<file path="config.mk">
export PLATFORM = sky130hd
export DESIGN_NAME = am_sample_scheduler_flat
export DESIGN_NICKNAME = d
export VERILOG_FILES = /design/src/rtl/modulator_pkg.sv /design/src/rtl/am_sample_scheduler_if.sv /design/src/rtl/am_sched_arbiter.sv /design/src/rtl/am_sample_scheduler.sv /design/src/flat_wrapper.sv
export SDC_FILE = /design/constraint.sdc
export NUM_CORES = 1
export LEC_CHECK = 0
export BUFFER_PORTS_ARGS = -buffer_cell sky130_fd_sc_hd__buf_2
export CORE_MARGIN = 2
export CORE_UTILIZATION = 53
export DETAILED_ROUTE_END_ITERATION = 6
export GPL_TIMING_DRIVEN = 0
export PLACE_DENSITY = 0.82
export SLEW_MARGIN = 15
export SYNTH_ARGS = -nofsm -noshare
export SYNTH_HDL_FRONTEND = slang
export SYNTH_SLANG_ARGS = --single-unit
</file>
<file path="constraint.sdc">
create_clock -name clk -period 2.63 [get_ports clk]
set_input_delay 0.526 -clock clk [delete_from_list [all_inputs] [get_ports clk]]
set_output_delay 0.526 -clock clk [all_outputs]
set_load 0.005 [all_outputs]
</file>
<file path="src/rtl/modulator_pkg.sv">
// modulator_pkg: shared scheduler state type and default frame/fill constants.
package modulator_pkg;
    typedef enum logic [1:0] {S_IDLE, S_ARB, S_PRE, S_DATA} sched_state_t;
    localparam logic [7:0] IDLE_SAMPLE_DEF = 8'h80;
    localparam int PREAMBLE_LEN_DEF = 16;
    localparam int FRAME_LEN_DEF = 256;
    function automatic int cnt_w(input int n);
        return (n > 1) ? $clog2(n) : 1;
    endfunction
endpackage

</file>
<file path="src/rtl/am_sample_scheduler_if.sv">
// am_sample_scheduler_if: source FIFO heads, modulator read port and scheduler status.
interface am_sample_scheduler_if #(parameter int BITS_PER_SAMPLE = 8);
    logic [BITS_PER_SAMPLE-1:0] src0_sample, src1_sample, mod_sample;
    logic src0_empty, src1_empty, src0_read, src1_read;
    logic mod_read, mod_empty, frame_start, active_src;
    logic [15:0] underflow_cnt;
    modport master (
        input  src0_sample, src1_sample, src0_empty, src1_empty, mod_read,
        output src0_read, src1_read, mod_sample, mod_empty, frame_start, active_src, underflow_cnt
    );
    modport slave (
        output src0_sample, src1_sample, src0_empty, src1_empty, mod_read,
        input  src0_read, src1_read, mod_sample, mod_empty, frame_start, active_src, underflow_cnt
    );
endinterface

</file>
<file path="src/rtl/am_sched_arbiter.sv">
// am_sched_arbiter: two-way round-robin grant, preferring the source not served last.
module am_sched_arbiter (
    input  logic [1:0] req,
    input  logic       last_grant,
    output logic       grant
);
    assign grant = req[~last_grant] ? ~last_grant : last_grant;
endmodule

</file>
<file path="src/rtl/am_sample_scheduler.sv">
// am_sample_scheduler: frames preamble fill plus source samples into a modulator read stream.
// Optional underflow counter enabled by defining AM_SCHED_UNDERFLOW_CNT_EN.
module am_sample_scheduler
    import modulator_pkg::*;
#(
    parameter int BITS_PER_SAMPLE = 8,
    parameter int PREAMBLE_LEN = PREAMBLE_LEN_DEF,
    parameter int FRAME_LEN = FRAME_LEN_DEF,
    parameter logic [BITS_PER_SAMPLE-1:0] IDLE_SAMPLE = BITS_PER_SAMPLE'(IDLE_SAMPLE_DEF)
) (
    input logic clk,
    input logic rst,
    input logic enable,
    am_sample_scheduler_if.master bus
);
    localparam int PW = cnt_w(PREAMBLE_LEN);
    localparam int FW = cnt_w(FRAME_LEN);
    localparam logic [PW-1:0] P_LAST = PW'(PREAMBLE_LEN - 1);
    localparam logic [FW-1:0] F_LAST = FW'(FRAME_LEN - 1);

    sched_state_t r_state;
    logic r_rd_q, r_active, r_empty, r_fstart;
    logic [PW-1:0] r_pcnt;
    logic [FW-1:0] r_fcnt;
    logic [BITS_PER_SAMPLE-1:0] r_sample;
    logic w_pop, w_grant, w_src_empty, w_take;
    logic [1:0] w_req;
    logic [BITS_PER_SAMPLE-1:0] w_src_sample;

    assign w_pop = bus.mod_read & ~r_rd_q;
    assign w_req = {~bus.src1_empty, ~bus.src0_empty};
    assign w_src_empty = r_active ? bus.src1_empty : bus.src0_empty;
    assign w_src_sample = r_active ? bus.src1_sample : bus.src0_sample;
    // a disabled cycle never pops a source, even on a read edge
    assign w_take = enable & w_pop & (r_state == S_DATA) & ~w_src_empty;
    assign bus.src0_read = w_take & ~r_active;
    assign bus.src1_read = w_take & r_active;
    assign bus.mod_sample = r_sample;
    assign bus.mod_empty = r_empty;
    assign bus.frame_start = r_fstart;
    assign bus.active_src = r_active;

    am_sched_arbiter u_arb (.req(w_req), .last_grant(r_active), .grant(w_grant));

    always_ff @(posedge clk or negedge rst) begin
        if (!rst) begin
            r_state  <= S_IDLE;
            r_rd_q   <= 1'b0;
            r_active <= 1'b1;
            r_empty  <= 1'b1;
            r_fstart <= 1'b0;
            r_pcnt   <= '0;
            r_fcnt   <= '0;
            r_sample <= IDLE_SAMPLE;
        end else begin
            r_rd_q   <= bus.mod_read;
            r_fstart <= 1'b0;
            if (!enable) begin
                r_state  <= S_IDLE;
                r_empty  <= 1'b1;
                r_sample <= IDLE_SAMPLE;
                r_pcnt   <= '0;
                r_fcnt   <= '0;
            end else begin
                if (w_pop && r_state != S_IDLE)
                    r_sample <= w_take ? w_src_sample : IDLE_SAMPLE;
                case (r_state)
                    S_IDLE: begin
                        r_state <= S_ARB;
                        r_empty <= 1'b0;
                    end
                    S_ARB: if (|w_req) begin
                        r_active <= w_grant;
                        r_state  <= (PREAMBLE_LEN == 0) ? S_DATA : S_PRE;
                        r_fstart <= (PREAMBLE_LEN == 0);
                        r_pcnt   <= '0;
                        r_fcnt   <= '0;
                    end
                    S_PRE: if (w_pop) begin
                        r_pcnt   <= (r_pcnt == P_LAST) ? '0 : r_pcnt + 1'b1;
                        r_state  <= (r_pcnt == P_LAST) ? S_DATA : S_PRE;
                        r_fstart <= (r_pcnt == P_LAST);
                    end
                    S_DATA: if (w_pop) begin
                        r_fcnt  <= (r_fcnt == F_LAST) ? '0 : r_fcnt + 1'b1;
                        r_state <= (r_fcnt == F_LAST) ? S_ARB : S_DATA;
                    end
                    default: r_state <= S_IDLE;
                endcase
            end
        end
    end

`ifdef AM_SCHED_UNDERFLOW_CNT_EN
    logic [15:0] r_under;
    logic w_under;
    assign w_under = enable & w_pop & (r_state == S_DATA) & w_src_empty;
    always_ff @(posedge clk or negedge rst) begin
        if (!rst)
            r_under <= '0;
        else if (w_under && r_under != 16'hFFFF)
            r_under <= r_under + 16'd1;
    end
    assign bus.underflow_cnt = r_under;
`else
    assign bus.underflow_cnt = '0;
`endif
endmodule
</file>
<file path="src/flat_wrapper.sv">
// flat-port wrapper written by rule: the top's interface ports become plain ports
module am_sample_scheduler_flat import modulator_pkg::*;
#(
    parameter int BITS_PER_SAMPLE = 8,
    parameter int PREAMBLE_LEN = PREAMBLE_LEN_DEF,
    parameter int FRAME_LEN = FRAME_LEN_DEF,
    parameter logic [BITS_PER_SAMPLE-1:0] IDLE_SAMPLE = BITS_PER_SAMPLE'(IDLE_SAMPLE_DEF)
)
  (clk, rst, enable, bus_src0_sample, bus_src1_sample, bus_src0_empty, bus_src1_empty, bus_mod_read, bus_src0_read, bus_src1_read, bus_mod_sample, bus_mod_empty, bus_frame_start, bus_active_src, bus_underflow_cnt);
  am_sample_scheduler_if #(.BITS_PER_SAMPLE(BITS_PER_SAMPLE)) bus_i ();
  input logic clk;
  input logic rst;
  input logic enable;
  input wire logic [$bits(bus_i.src0_sample)-1:0] bus_src0_sample;
  input wire logic [$bits(bus_i.src1_sample)-1:0] bus_src1_sample;
  input wire logic [$bits(bus_i.src0_empty)-1:0] bus_src0_empty;
  input wire logic [$bits(bus_i.src1_empty)-1:0] bus_src1_empty;
  input wire logic [$bits(bus_i.mod_read)-1:0] bus_mod_read;
  output wire logic [$bits(bus_i.src0_read)-1:0] bus_src0_read;
  output wire logic [$bits(bus_i.src1_read)-1:0] bus_src1_read;
  output wire logic [$bits(bus_i.mod_sample)-1:0] bus_mod_sample;
  output wire logic [$bits(bus_i.mod_empty)-1:0] bus_mod_empty;
  output wire logic [$bits(bus_i.frame_start)-1:0] bus_frame_start;
  output wire logic [$bits(bus_i.active_src)-1:0] bus_active_src;
  output wire logic [$bits(bus_i.underflow_cnt)-1:0] bus_underflow_cnt;
  assign bus_i.src0_sample = bus_src0_sample;
  assign bus_i.src1_sample = bus_src1_sample;
  assign bus_i.src0_empty = bus_src0_empty;
  assign bus_i.src1_empty = bus_src1_empty;
  assign bus_i.mod_read = bus_mod_read;
  assign bus_src0_read = bus_i.src0_read;
  assign bus_src1_read = bus_i.src1_read;
  assign bus_mod_sample = bus_i.mod_sample;
  assign bus_mod_empty = bus_i.mod_empty;
  assign bus_frame_start = bus_i.frame_start;
  assign bus_active_src = bus_i.active_src;
  assign bus_underflow_cnt = bus_i.underflow_cnt;
  am_sample_scheduler #(.BITS_PER_SAMPLE(BITS_PER_SAMPLE), .PREAMBLE_LEN(PREAMBLE_LEN), .FRAME_LEN(FRAME_LEN), .IDLE_SAMPLE(IDLE_SAMPLE)) u_core (.clk(clk), .rst(rst), .enable(enable), .bus(bus_i));
endmodule
</file>
==> results.md <==
* Starting density of the core at 0.553
* Count of cell types in the netlist at 41
* Site row count at 19
* Synth-to-Final Area Change at 21.2%
* Register area at 654 sq um
* Buffers on Ports at 34
* Final min period at 2.26 ns
* Buffers & Inverters on Critical Path at 1
* Synth Warn # at 0
* Fillers at 217
* Final hold vios at 0
* Clock tree root buffer cell: clkbuf_4
* Final cell utilization of the core at 0.670
* CP max stage cell: nor3b_4
* Met3 Track Usage GR at 0.0249
* GR Util met1 at 0.272
* Max-cap check violation count at 0
* Critical-path maximum fanout at 9
* Worst Path Required at 2.10 ns
* Syn_area_per_cell at 9.48 sq um
* Delay-heaviest family, CP: simple AND/OR/NAND/NOR gates
* Initial antenna violation count at 0
* 1st-iter DRT viols at 51
* Clk sinks at 26
* First-pass GRT wire length at 5400 um
* Final Max Tran Viols at 0
* Data arrival, critical path at 1.73 ns
* H-tree levels at 1
* All-layer global routing usage at 0.207
* Kind of critical path: reg -> out
* Top-count cell post-synth: dfrtp_1
* Ys async rst share at 1.00
* Setup Skew at 0.0120 ns
* Slew @ Worst Pin at 0.623 ns
* Clk Latency, worst-skew pair at 0.32 ns
* Violated checks: DRC
* Status: finished with violations
* Die X-Extent at 57.2 um
* Static leakage at 0.997 nW
* Share of the synthesized area in the top cell type at 0.384
* Tcrit/Tclk final at 0.858
* Area occupied by multi-input gates at 698 sq um
* Synth Instances at 158
* Startpoint types: flip-flop
* Setup_tns at 0 ns
* Critical-path cell list: and2b_1, nand2_4, nor3b_4, buf_2
* CTS tree: done
* Final Net Count at 236
* Main flop type after synthesis: dfrtp_1
* Cell Area, Synth at 1500 sq um
* PwrDens at 515 nW/um^2
* DRT Wirelength at 3190 um
* Post-CTS Hold Buffers at 0
* Sequential fraction of the synthesis area at 0.437
* Core ar. at 2710 sq um
* Max VDD drop at 0.000405 V
* Remaining DRCs at 1
* Vias per cell at 5.29
* Global route overflow at 0
* Post-synth EDFFs at 0
* Detailed-route via count at 1281
* Post-synth top cells: 23 x dfrtp_1, 16 x buf_4, 14 x nand2_1, 14 x o21ai_0, 13 x nor2_1
* Die area at 3270 sq um
* Setup crit end kind: primary output
* Post-CTS setup buffer count at 0
* Routed Antenna Nets at 0
* Pin count of the biggest net entering global routing at 27
* CTS clock-pin slew for the worst setup and hold paths at 0.15 ns
* Setup Viol. Count Final at 0
* CP peak stage delay at 0.42 ns
* Antenna diodes at 0
* Die H at 57.2 um
* Num CTS Buffers at 3
* Routability cong. at 0.820
* DR WL/cell at 13.2 um
* Number of global-route vias before repair at 1244
* Top cells by area, synth: dfrtp_1 38%, buf_4 8.0%, dfstp_2 5.3%, a222oi_1 4.7%, o21ai_0 4.7%
* Post-DP HPWL at 2440 um
* Post-CTS sizing at 0
* Gr busiest metal: met2
* Synthesized flop and latch total at 26
* Hold Crit Class: in -> async
* IO Pins at 51
* Max frequency at 0.443 GHz
* Met2 global-route usage at 0.363
* Layout cells sized above 1 at 0.327
* Clock Tree Buf Depth at 2
* Worst slew margin at 0.584
* Area leader, netlist: dfrtp_1
* RSZ-0062 raised after global routing: false
* DR pass1 iterations at 7
-- flip-flops by register name, summed over array words and instances (netlist names) --
signal and flops:
u_core.r_fcnt 8, u_core.r_rd_q 1, u_core.r_state 2, u_core.bus.active_src 1, u_core.bus.mod_sample 8, u_core.r_pcnt 4
u_core.bus.mod_empty 1, u_core.bus.frame_start 1
-- routing by layer --
layer,up-vias,share of wire
met5,-,0
met4,0,0.0047
met3,2,0.045
met2,34,0.52
met1,618,0.43
li1,627,-
-- where the power goes --
| group | total (mW) | internal [mW] | switching, mW |
|---|---|---|---|
| Clock | 0.273 | 0.154 | 0.119 |
| Sequential | 0.462 | 0.434 | 0.0279 |
| Combinational | 0.199 | 0.0893 | 0.109 |
| Total | 0.934 | 0.678 | 0.257 |
-- stage by stage --
step	worst slack [ns]	instances	power [mW]	hold WS, ns	area (sq um)
CTS	0.373	242	0.941	0.182	1820
floorplan	0.968	173	0.599	0.230	1550
detailed placement	0.523	238	0.665	0.481	1760
global route	0.276	242	0.978	0.211	1820
global placement	0.568	238	0.656	0.469	1760
finish	0.373	242	0.934	0.179	1820
-- worst paths after layout --
| kind | start | endpoint | slack (ns) | cells after the start |
|---|---|---|---|---|
| worst min-delay path | rst | u_core.r_pcnt[0] | 0.18 | 1 |
| worst max register to register | u_core.r_rd_q | u_core.bus.mod_sample[0] | 0.92 | 6 |
| max in group asynchronous | rst | u_core.r_fcnt[2] | 2.06 | 1 |
| min in group clk | bus_mod_read | u_core.r_rd_q | 0.34 | 1 |
| worst max-delay path | u_core.r_rd_q | bus_src1_read | 0.37 | 4 |
| worst min register to register | u_core.bus.mod_empty | u_core.bus.mod_empty | 0.51 | 2 |
-- layout make-up --
type | count | share of cell area
Multi-Input combinational cell | 114 | 0.385
Sequential cell | 26 | 0.360
Timing Repair Buffer | 34 | 0.0937
Buffer | 21 | 0.0861
Inverter | 12 | 0.0248
Tap cell | 31 | 0.0214
Clock inverter | 1 | 0.0165
Clock buffer | 3 | 0.0124
-- kinds of logic (layout without fill, tap and decap cells) --
| logic type | Yosys count | in the layout | synth area share |
|---|---|---|---|
| and+or+nand+nor | 57 | 57 | 0.220 |
| AOI/OAI and AO/OA | 34 | 34 | 0.160 |
| xor gates and xnor gates | 5 | 5 | 0.0292 |
| buffers and inverters | 33 | 71 | 0.135 |
| adders and majority gates | 2 | 2 | 0.0167 |
| DFF | 26 | 26 | 0.437 |
| other | 1 | 16 | 0.00250 |
-- cells in the final DEF, fill, tap and decap left out, drive strengths merged, types with 3 or more instances in the layout --
| master | count |
|---|---|
| buf | 54 |
| dfrtp | 23 |
| conb | 16 |
| nand2 | 15 |
| o21ai | 14 |
| nor2 | 13 |
| inv | 12 |
| nand3 | 9 |
| a222oi | 7 |
| xnor2 | 5 |
| nor3 | 5 |
| a21oi | 4 |
| clkbuf | 4 |
| o31ai | 3 |
| dfstp | 3 |
(Power assumes the default switching activity.)
